<file path="config.mk">
export PLATFORM = sky130hd
export DESIGN_NAME = gcd_top
export DESIGN_NICKNAME = d
export VERILOG_FILES = /design/src/rtl/gcd_top.sv
export SDC_FILE = /design/constraint.sdc
export NUM_CORES = 1
export LEC_CHECK = 0
export CORE_MARGIN = 1
export CORE_UTILIZATION = 52
export CTS_CLUSTER_DIAMETER = 50
export CTS_CLUSTER_SIZE = 14
export DETAILED_ROUTE_END_ITERATION = 8
export PLACE_DENSITY = 0.83
export SYNTH_ARGS = -nofsm -noshare
export SYNTH_HDL_FRONTEND = slang
export SYNTH_SLANG_ARGS = --single-unit
</file>
<file path="constraint.sdc">
create_clock -name clk -period 2.7 [get_ports clk]
set_input_delay 0.405 -clock clk [delete_from_list [all_inputs] [get_ports clk]]
set_output_delay 0.405 -clock clk [all_outputs]
set_load 0.1 [all_outputs]
</file>
<file path="src/rtl/gcd_top.sv">
`default_nettype none
// ============================================================================
// Module      : gcd_top
// Description : Iterative subtractive-Euclid GCD engine, one step per clock.
// Revision    : 1.0 - initial release
// ============================================================================
module gcd_top #(
    parameter int WIDTH = 4
) (
    input  logic [WIDTH-1:0] a,
    input  logic [WIDTH-1:0] b,
    input  logic             start,
    output logic [WIDTH-1:0] q,
    output logic             done,
    input  logic             clk,
    input  logic             rst
);

    typedef enum logic [1:0] {
        S_IDLE = 2'd0,
        S_RUN  = 2'd1,
        S_DONE = 2'd2
    } state_t;

    state_t           r_state;
    logic [WIDTH-1:0] r_x;
    logic [WIDTH-1:0] r_y;
    logic [WIDTH-1:0] r_q;
    logic             r_done;

    logic             w_x_zero;
    logic             w_y_zero;
    logic             w_x_eq_y;
    logic             w_x_gt_y;
    logic [WIDTH-1:0] w_x_minus_y;
    logic [WIDTH-1:0] w_y_minus_x;

    assign w_x_zero    = (r_x == '0);
    assign w_y_zero    = (r_y == '0);
    assign w_x_eq_y    = (r_x == r_y);
    assign w_x_gt_y    = (r_x > r_y);
    // Only the larger-minus-smaller difference is ever committed.
    assign w_x_minus_y = r_x - r_y;
    assign w_y_minus_x = r_y - r_x;

    always_ff @(posedge clk or negedge rst) begin
        if (!rst) begin
            r_state <= S_IDLE;
            r_x     <= '0;
            r_y     <= '0;
            r_q     <= '0;
            r_done  <= 1'b0;
        end else begin
            case (r_state)
                S_IDLE: begin
                    r_done <= 1'b0;
                    if (start) begin
                        r_x     <= a;
                        r_y     <= b;
                        r_state <= S_RUN;
                    end
                end
                S_RUN: begin
                    if (w_x_zero) begin
                        r_q     <= r_y;
                        r_done  <= 1'b1;
                        r_state <= S_DONE;
                    end else if (w_y_zero || w_x_eq_y) begin
                        r_q     <= r_x;
                        r_done  <= 1'b1;
                        r_state <= S_DONE;
                    end else if (w_x_gt_y) begin
                        r_x <= w_x_minus_y;
                    end else begin
                        r_y <= w_y_minus_x;
                    end
                end
                S_DONE: begin
                    if (start) begin
                        r_x     <= a;
                        r_y     <= b;
                        r_done  <= 1'b0;
                        r_state <= S_RUN;
                    end
                end
                default: begin
                    r_done  <= 1'b0;
                    r_state <= S_IDLE;
                end
            endcase
        end
    end

    assign q    = r_q;
    assign done = r_done;

endmodule
`default_nettype wire

</file>
==> results.md <==
* Initial Util at a little under three fifths
* RSZ-0062 raised after global routing: no
* Synth top area share at 36.7%
* Root buf cell: clkbuf_4
* Synth area leaders: dfrtp_1 (37%), ha_1 (8.6%), mux2i_1 (7.8%)
* Clock sink count at 15
* Met2 Use GR at about two fifths
* Critical-path cell list: inv_1 > ha_1 > and4_4 > o41ai_4 > o31ai_2 > mux2_4
* Antenna viol nets, final at 0
* GRT Max-Usage Layer: met2
* Port Buffer Count at 15
* HP Start: done
* Mapped Nets at about 120
* Fillers at approximately 150
* Die height at about 46 um
* Setup Viol. Count Final at 0
* H-tree levels at 1
* Share of layout cells above drive strength 1 at between 15 and 20%
* Fin. max-slew vios at 0
* Area Overhead vs Synth at 17.7%
* Least-Margin Pin Slew at 720 ps
* Synth unique cells at 30
* Synth area leader: dfrtp_1
* Fin crit share at 83.0%
* Residual DRC at 0
* Worst hold path class: flop to flop
* WP data required at around 2900 ps
* Std cell rows at 15
* Seq/Total Area, Yosys at 36.7%
* Max-slew headroom at about 52%
* Crit path max-delay family: compound AO/OA/AOI/OAI gates
* Crit path kind: flop to flop
* Initial DRT Pass Iterations at 4
* Gr ovfl total at 0
* Final net count at roughly 130
* Critical Path AT at around 2400 ps
* N_diodes at 0
* Drt initial violations at 2
* Worst Skew at 1.64 ps
* First-pass GRT wire length at around 3400 um
* Worst skew pair latency at about 300 ps
* Max Cap Viol at 0
* Crit-path max cell delay at approximately 510 ps
* Post-layout min period at ~2200 ps
* TritonCTS Buffers at 3
* Status: finished clean
* Fin Setup TNS at 0 ps
* R2R depth at 6
* Routability Congestion at between 0.9 and 1
* Core area at 1780 um2
* Via density at approximately 5.6
* Chip width at around 46 um
* Setup Buffers After CTS at 0
* Slowest CP cell: dfrtp_1
* #FFs+latches synth at 15
* Routed length per instance at approximately 15 um
* Final hold viol count at 0
* Post-Syn Instances at 97
* Setup crit start kind: flop
* DR vias at 769
* Cell depth of the worst hold path at 1
* Met1 usage at 29.7%
* CP Capture Type: flop
* Largest net degree at the start of global routing at 17
* Max Fclk at 0.446 GHz
* DIE AREA at 2150 um2
* Antenna violations before repair at 0
* Critical R2R Capture: r_y[3]
* Hold_buf cts at 0
* Met3 layer usage reported by global route at under 10%
* CTS tree: done
* Critical Path Fanout Max at 8
* Routed wire length at between 2000 and 2500 um
* Clock transition at the registers of the reported paths at around 100 ps
* Reg-to-reg setup timing slack at roughly 460 ps
* GRT Overall Usage at approximately a quarter
* Hold endpoint: done
* Syn_area_per_cell at between 10 and 15 um2
* CP bufs+invs at 1
* # IOs at 16
* RR Startpoint: r_x[2]
* Number of global-route vias before repair at 738
* Netlist Area Pre-Place at between 1000 and 1500 um2
* Final HPWL DP at about 1600 um
* Ys Warns at 0
* Post-CTS sizing at 0
* Maximum root-to-sink buffer count at 2
-- worst reg2reg max path, delay by kind of cell (launching register included) --
| kind | cells | cell delay [ps] |
|---|---|---|
| multiplexers | 1 | 320 |
| AND/OR/NAND/NOR | 1 | 230 |
| buffers and inverters | 1 | 80 |
| AO/OA/AOI/OAI | 2 | 560 |
| adder cells (fa/ha/maj) | 1 | 430 |
| flip-flops | 1 | 510 |
-- synth_stat cells --
library cell,number
inv_1,10
nand2b_2,1
xnor2_1,2
and2_1,1
o41ai_4,1
dfrtp_1,15
o31ai_2,1
mux2_2,2
o311ai_0,2
nor2b_1,1
nor2_1,5
or3_1,1
o31ai_1,1
fa_1,2
o311a_1,1
mux2_4,1
nand3_1,1
o21ai_2,1
a21oi_1,11
nor4_2,1
a21o_1,3
o21ai_0,4
nor4_4,1
and4_4,1
mux2i_1,8
nand2b_1,4
and3b_1,2
ha_1,7
nand2_1,3
buf_2,3
-- layout by cell type, fill, tap and decap left out, drive strengths merged, types with 2 or more instances in the layout --
cell,instances
fa,2
inv,10
a21oi,11
mux2i,8
a21o,3
o21ai,5
nor2,5
clkdlybuf4s50,10
and3b,2
nand2,3
nand2b,5
buf,5
ha,7
nor4,2
o31ai,2
o311ai,2
clkbuf,3
xnor2,2
mux2,3
dfrtp,15
-- cells by family (layout without fill, tap and decap cells) --
group,count (synthesis),in the layout,share of synthesized area [%]
muxes,11,11,11.5
buffers and inverters,13,29,5.14
adders and majority gates,9,9,12.5
and+or+nand+nor,22,22,14.7
xor gates and xnor gates,2,2,1.71
AOI/OAI and AO/OA,25,25,17.7
DFF,15,15,36.7
-- per-layer routing --
| layer | share of wire, % | routed length, um | vias up |
|---|---|---|---|
| met5 | 0 | 0 | - |
| met4 | 2.2 | 46 | 0 |
| met3 | 2.5 | 53 | 4 |
| met2 | 49 | 1030 | 14 |
| met1 | 46 | 978 | 373 |
| li1 | - | - | 378 |
-- worst max-delay path by stage --
stage | from | endpoint | slack [ps] | cells after the start
floorplan | r_x[1] | r_y[3] | 670 | 6
global route | r_x[2] | r_y[3] | 340 | 6
CTS | r_x[2] | r_y[3] | 480 | 6
detailed placement | r_x[1] | r_y[3] | 480 | 6
global placement | r_x[1] | r_y[3] | 520 | 6
finish | r_x[2] | r_y[3] | 460 | 6
-- registers in the layout, summed over array words and instances, names as in the netlist --
signal	count
done	1
q	4
r_state	2
r_x	4
r_y	4
-- cell type report --
| class | count | area [um2] | area share, % |
|---|---|---|---|
| Multi-Input combinational cell | 69 | 594 | 49.4 |
| Sequential cell | 15 | 375 | 31.2 |
| Timing Repair Buffer | 15 | 138 | 11.4 |
| Inverter | 10 | 37.5 | 3.12 |
| Tap cell | 25 | 31.3 | 2.60 |
| Clock buffer | 3 | 22.5 | 1.87 |
| Clock inverter | 1 | 5.00 | 0.416 |
-- per-stage QoR --
step / cells / hold WS (ps) / cell area (um2) / worst slack (ps) / utilization, %
floorplan: 97 / 109 / 1020 / 666 / -
global placement: 134 / 463 / 1180 / 520 / 66.0
detailed placement: 134 / 471 / 1180 / 479 / 66.0
CTS: 138 / 494 / 1200 / 478 / 67.5
global route: 138 / 511 / 1200 / 342 / 67.5
finish: 138 / 493 / 1200 / 459 / 67.5
Power is left out: the tool's default activity adds up to more than one toggle a clock period on the data nets, which glitch-free logic cannot reach.
